## config.mk

```make
export PLATFORM = sky130hd
export DESIGN_NAME = xor_sweep_ctrl_flat
export DESIGN_NICKNAME = d
export VERILOG_FILES = /design/src/rtl/xor_sweep_ctrl_if.sv /design/src/rtl/xor_sweep_ctrl.sv /design/src/flat_wrapper.sv
export SDC_FILE = /design/constraint.sdc
export NUM_CORES = 1
export LEC_CHECK = 0
export ABC_CLOCK_PERIOD_IN_PS = 1600
export BUFFER_PORTS_ARGS = -buffer_cell sky130_fd_sc_hd__buf_2
export CORE_ASPECT_RATIO = 0.9
export CORE_MARGIN = 3
export CORE_UTILIZATION = 35
export DETAILED_ROUTE_END_ITERATION = 7
export PLACE_DENSITY_LB_ADDON = 0.2
export SLEW_MARGIN = 25
export SYNTH_ARGS = -nofsm -noshare
export SYNTH_HDL_FRONTEND = slang
export SYNTH_SLANG_ARGS = --single-unit
export TNS_END_PERCENT = 50
```

## constraint.sdc

```tcl
create_clock -name clk -period 1.6 [get_ports clk]
set_clock_uncertainty 0.1 [all_clocks]
set_input_delay 0 -clock clk [delete_from_list [all_inputs] [get_ports clk]]
set_output_delay 0 -clock clk [all_outputs]
set_load 0.02 [all_outputs]
```

## src/rtl/xor_sweep_ctrl_if.sv

```systemverilog
// Signal bundle between the sweep sequencer and the gate-under-test / status logic.
// master = sequencer side, slave = gate and status side.
interface xor_sweep_ctrl_if;
  logic       start;
  logic       abort;
  logic       A;
  logic       B;
  logic       Q;
  logic       busy;
  logic       done;
  logic       pass;
  logic [3:0] fail_mask;

  modport master (
    input  start, abort, Q,
    output A, B, busy, done, pass, fail_mask
  );

  modport slave (
    output start, abort, Q,
    input  A, B, busy, done, pass, fail_mask
  );
endinterface

```

## src/rtl/xor_sweep_ctrl.sv

```systemverilog
// Exhaustive self-test sequencer for a 2-input gate: it drives A/B through 00..11,
// samples Q after a settle delay and checks each sample against a truth table.
module xor_sweep_ctrl #(
  parameter int unsigned SETTLE_CYCLES = 2,
  parameter logic [3:0]  EXPECT        = 4'b0110
) (
  input logic            clk,
  input logic            rst,
  xor_sweep_ctrl_if.master sweep
);

  localparam int unsigned   CW       = (SETTLE_CYCLES < 2) ? 1 : $clog2(SETTLE_CYCLES + 1);
  localparam logic [CW-1:0] CNT_LOAD = CW'(SETTLE_CYCLES);

  typedef enum logic [1:0] {IDLE, SETTLE, SAMPLE, DONE} state_t;

  state_t        state, state_nx;
  logic [CW-1:0] cnt;
  logic [1:0]    idx;
  logic          a_q, b_q, pass_q;
  logic [3:0]    fail_mask_q;
  logic [3:0]    mask_upd;
  logic          abort_hit;

  assign abort_hit = sweep.abort && (state != IDLE);

  always_ff @(posedge clk or posedge rst) begin
    if (rst) state <= IDLE;
    else     state <= state_nx;
  end

  always_comb begin
    state_nx = state;
    case (state)
      IDLE:    if (sweep.start) state_nx = SETTLE;
      SETTLE:  if (cnt == '0) state_nx = SAMPLE;
      SAMPLE:  state_nx = (idx == 2'd3) ? DONE : SETTLE;
      DONE:    state_nx = IDLE;
      default: state_nx = IDLE;
    endcase
    if (abort_hit) state_nx = IDLE;
  end

  // Mask including the result being sampled this cycle, so pass can be
  // registered on the same edge as the final vector and be valid alongside done.
  always_comb begin
    mask_upd      = fail_mask_q;
    mask_upd[idx] = (sweep.Q != EXPECT[idx]);
  end

  always_ff @(posedge clk or posedge rst) begin
    if (rst) begin
      cnt         <= '0;
      idx         <= '0;
      a_q         <= 1'b0;
      b_q         <= 1'b0;
      pass_q      <= 1'b0;
      fail_mask_q <= '0;
    end else if (abort_hit) begin
      a_q    <= 1'b0;
      b_q    <= 1'b0;
      pass_q <= 1'b0;
    end else begin
      case (state)
        IDLE: begin
          if (sweep.start) begin
            fail_mask_q <= '0;
            pass_q      <= 1'b0;
            idx         <= '0;
            a_q         <= 1'b0;
            b_q         <= 1'b0;
            cnt         <= CNT_LOAD;
          end
        end
        SETTLE: begin
          if (cnt != '0) cnt <= cnt - 1'b1;
        end
        SAMPLE: begin
          fail_mask_q <= mask_upd;
          if (idx == 2'd3) begin
            pass_q <= ~|mask_upd;
          end else begin
            idx        <= idx + 2'd1;
            {a_q, b_q} <= idx + 2'd1;
            cnt        <= CNT_LOAD;
          end
        end
        DONE: begin
          a_q <= 1'b0;
          b_q <= 1'b0;
        end
        default: ;
      endcase
    end
  end

  assign sweep.A         = a_q;
  assign sweep.B         = b_q;
  assign sweep.busy      = (state == SETTLE) || (state == SAMPLE);
  assign sweep.done      = (state == DONE);
  assign sweep.pass      = pass_q;
  assign sweep.fail_mask = fail_mask_q;

endmodule

```

## src/flat_wrapper.sv

```systemverilog
// flat-port wrapper written by rule: the top's interface ports become plain ports
module xor_sweep_ctrl_flat 
#(
  parameter int unsigned SETTLE_CYCLES = 2,
  parameter logic [3:0]  EXPECT        = 4'b0110
)
  (clk, rst, sweep_start, sweep_abort, sweep_Q, sweep_A, sweep_B, sweep_busy, sweep_done, sweep_pass, sweep_fail_mask);
  xor_sweep_ctrl_if sweep_i ();
  input logic clk;
  input logic rst;
  input wire logic [$bits(sweep_i.start)-1:0] sweep_start;
  input wire logic [$bits(sweep_i.abort)-1:0] sweep_abort;
  input wire logic [$bits(sweep_i.Q)-1:0] sweep_Q;
  output wire logic [$bits(sweep_i.A)-1:0] sweep_A;
  output wire logic [$bits(sweep_i.B)-1:0] sweep_B;
  output wire logic [$bits(sweep_i.busy)-1:0] sweep_busy;
  output wire logic [$bits(sweep_i.done)-1:0] sweep_done;
  output wire logic [$bits(sweep_i.pass)-1:0] sweep_pass;
  output wire logic [$bits(sweep_i.fail_mask)-1:0] sweep_fail_mask;
  assign sweep_i.start = sweep_start;
  assign sweep_i.abort = sweep_abort;
  assign sweep_i.Q = sweep_Q;
  assign sweep_A = sweep_i.A;
  assign sweep_B = sweep_i.B;
  assign sweep_busy = sweep_i.busy;
  assign sweep_done = sweep_i.done;
  assign sweep_pass = sweep_i.pass;
  assign sweep_fail_mask = sweep_i.fail_mask;
  xor_sweep_ctrl #(.SETTLE_CYCLES(SETTLE_CYCLES), .EXPECT(EXPECT)) u_core (.clk(clk), .rst(rst), .sweep(sweep_i));
endmodule
```

==> out/metrics.yaml <==
gp_congestion: 0.8040
critPathMaxFanout: 6
worstMarginPinSlew_ps: 511.8
ios: 14
vdd_drop_max_uv: 848.3
htreeDepth: 1
max_freq_mhz: 588.7
drv_slew: 0
antenna_cells: 0
rrSetupSlack_ps: -100
place_area_sq_mm: 0.001141
grt.overflow.total: 0
r2r-start: "u_core.state[1]$_DFFE_PP0P_"
cts_tree: "done"
synth_nets: 104
start_util_pct: 38.38
hold_start: "sweep_abort"
path_clk_slew_ps: 90
crit_type: "reg2reg"
hold_ws_ps: 72.53
drive_gt1_share_pct: 55.64
synth_cell_type_count: 33
fin_crit_ps: 1699
io_buffers: 13
initialDrtViolationCount: 26
violations: "setup timing"
finalCritPeriodShare_pct: 106.2
dieArea_sq_mm: 0.003139
clock_tree.root_cell: "clkbuf_4"
rows: 16
yosysSeqAreaShare_pct: 37.14
max_slew_margin_pct: 65.85
reg2regPathDepth: 5
design_area_sq_mm: 0.001360
postRouteWirelength_mm: 2.390
final_hold_viol_count: 0
grt_setup_unrepaired: "true"
grt_usage_pct: 15.92
outcome: "complete, but fails checks"
r2r_end: "u_core.sweep.pass$_DFFE_PP0P_"
dpl.hpwl_mm: 1.601
drv_cap: 0
ant_nets: 0
critPathRequiredTime_ps: 1680
power.leakage_nw: 0.6432
die_x_microns: 58.73
clockBufferDepth: 2
grt_pass1_wl_mm: 3.553
drc: 0
postSynthRegisterBits: 13
avgRoutedWirePerCell_microns: 14.94
num_vias: 830
powerDensity_mw_per_mm2: 1683
clock-sinks: 13
grt_max_degree: 14
core-area_sq_mm: 0.002282
ys_warn_count: 0
fin_ws_ps: -98.73
endpoint_kind: "register"
syn_avg_cell_area_sq_um: 9.732
cp.arrival_ps: 1770
area_growth_pct: 55.29
netlist_area_sq_um: 875.8
hold_path.class: "in2reg"
dieHeight_microns: 53.46
endpoint: "u_core.sweep.pass$_DFFE_PP0P_"
startpoint: "u_core.state[1]$_DFFE_PP0P_"
setup_violations: 10
antenna_found_initial: 0
crit_path_start_kind: "register"
synth_cells: 90
grt_pass1_vias: 749
dr.pass1.iters: 4
nNetsFinal: 148
viasPerCell: 5.188
cts_made_buffers: 3
insertion_delay_ps: 290
-- how the worst min path moves through the flow --
stage                                                        to  slack, ps  depth (start not counted)
final                               u_core.state[1]$_DFFE_PP0P_         70                          3
after global routing                u_core.state[1]$_DFFE_PP0P_         60                          3
after CTS                           u_core.state[1]$_DFFE_PP0P_         60                          3
after detailed placement             u_core.sweep.B$_DFFE_PP0P_        -40                          2
after global placement    u_core.sweep.fail_mask[0]$_DFFE_PP0P_        -50                          2
after floorplan                       u_core.cnt[0]$_DFFE_PP0P_       -220                          1
-- repair_timing --
action | 4_1_cts | 5_1_grt
hold endpoints to repair | 13 | 0
gates resized for setup | 7 | 20
pin swaps | 1 | 5
setup buffers | 1 | 4
hold buffers | 1 | 0
setup endpoints to repair | 11 | 12
-- cell families after synthesis --
family	count (synthesis)	synth area share, %
and+or+nand+nor	27	17.14
xor gates and xnor gates	1	1.000
AOI/OAI and AO/OA	26	22.43
adders and majority gates	9	12.86
DFF	13	37.14
muxes	3	3.714
buffers and inverters	11	5.713
-- registers in the layout, indices dropped and copies added (netlist names) --
signal,count
u_core.sweep.B,1
u_core.state,2
u_core.cnt,2
u_core.sweep.fail_mask,4
u_core.sweep.pass,1
u_core.idx,2
u_core.sweep.A,1
-- layout by cell type, fill, tap and decap left out, drive strengths merged, types with 2 or more instances in the layout --
cell,count
clkbuf,3
nand2,3
nor4,2
ha,9
mux2,2
o2111ai,2
nand2b,6
inv,9
o21ai,8
buf,40
a21oi,2
a22o,6
dfrtp,13
o41ai,2
and2,2
nor2,10
-- metrics by stage --
step	power [W]	cells	setup TNS, ps	setup slack [ps]	util, %
global placement	0.001689	150	-581.6	-186.2	50.00
finish	0.002289	160	-266.3	-98.73	59.59
CTS	0.002033	156	-388.1	-105.9	54.17
detailed placement	0.001694	150	-638.8	-120.7	50.00
floorplan	0.001235	90	-72.41	-72.41	-
global route	0.002441	160	-777.9	-155.4	59.59
-- report_power, final --
| part | switching [W] | internal, W |
|---|---|---|
| clock | 0.000124 | 0.0000931 |
| sequential | 0.0000708 | 0.000424 |
| combinational | 0.000754 | 0.000822 |
| total | 0.000950 | 0.00134 |
-- critical path, cell delays in order, from the launching register on --
cell and delay (ps):
dfrtp_1 440, inv_2 130, ha_4 180, and2b_4 220, a221oi_2 180, mux2_1 340
-- routing by layer --
metal  wire (microns)  global-route usage, %  vias to the layer above
li1                 -                      -                      406
met1             1222                  22.19                      399
met2             1023                  22.06                       21
met3              114                  5.122                        4
met4               30                  6.792                        0
met5                0                      0                        -
-- synthesized netlist by cell type --
cell type,n,area (sq um)
dfrtp_1,13,325.3
ha_1,9,112.6
inv_1,9,33.78
nor2_1,8,30.03
a22o_1,6,52.55
o21ai_1,6,30.03
nand2b_1,5,31.28
nand2_1,3,11.26
a21oi_1,2,10.01
and2_4,2,17.52
nor2_2,2,12.51
nor4_1,2,12.51
o2111ai_1,2,17.52
o41ai_1,2,17.52
a21boi_1,1,7.510
a21o_1,1,7.510
a221oi_2,1,15.01
a22oi_1,1,7.510
and2b_4,1,10.01
buf_2,1,5.000
buf_6,1,11.26
mux2_1,1,11.26
mux2_2,1,11.26
mux2i_1,1,10.01
nand2b_2,1,8.760
nand3_1,1,5.000
nor3_1,1,5.000
o21ai_0,1,5.000
o21ai_2,1,8.760
o311a_1,1,10.01
o31ai_1,1,7.510
or2_0,1,6.260
xnor2_1,1,8.760
-- final cells by class --
class	count	area (sq um)
clock buffer	3	22.52
clock inverter	1	5.005
fill	197	922.1
inverter	9	33.78
multi-input combinational	66	653.1
sequential	13	326.6
tap	27	33.78
timing repair buffer	41	285.3
Power figures use the tool's default switching activity.
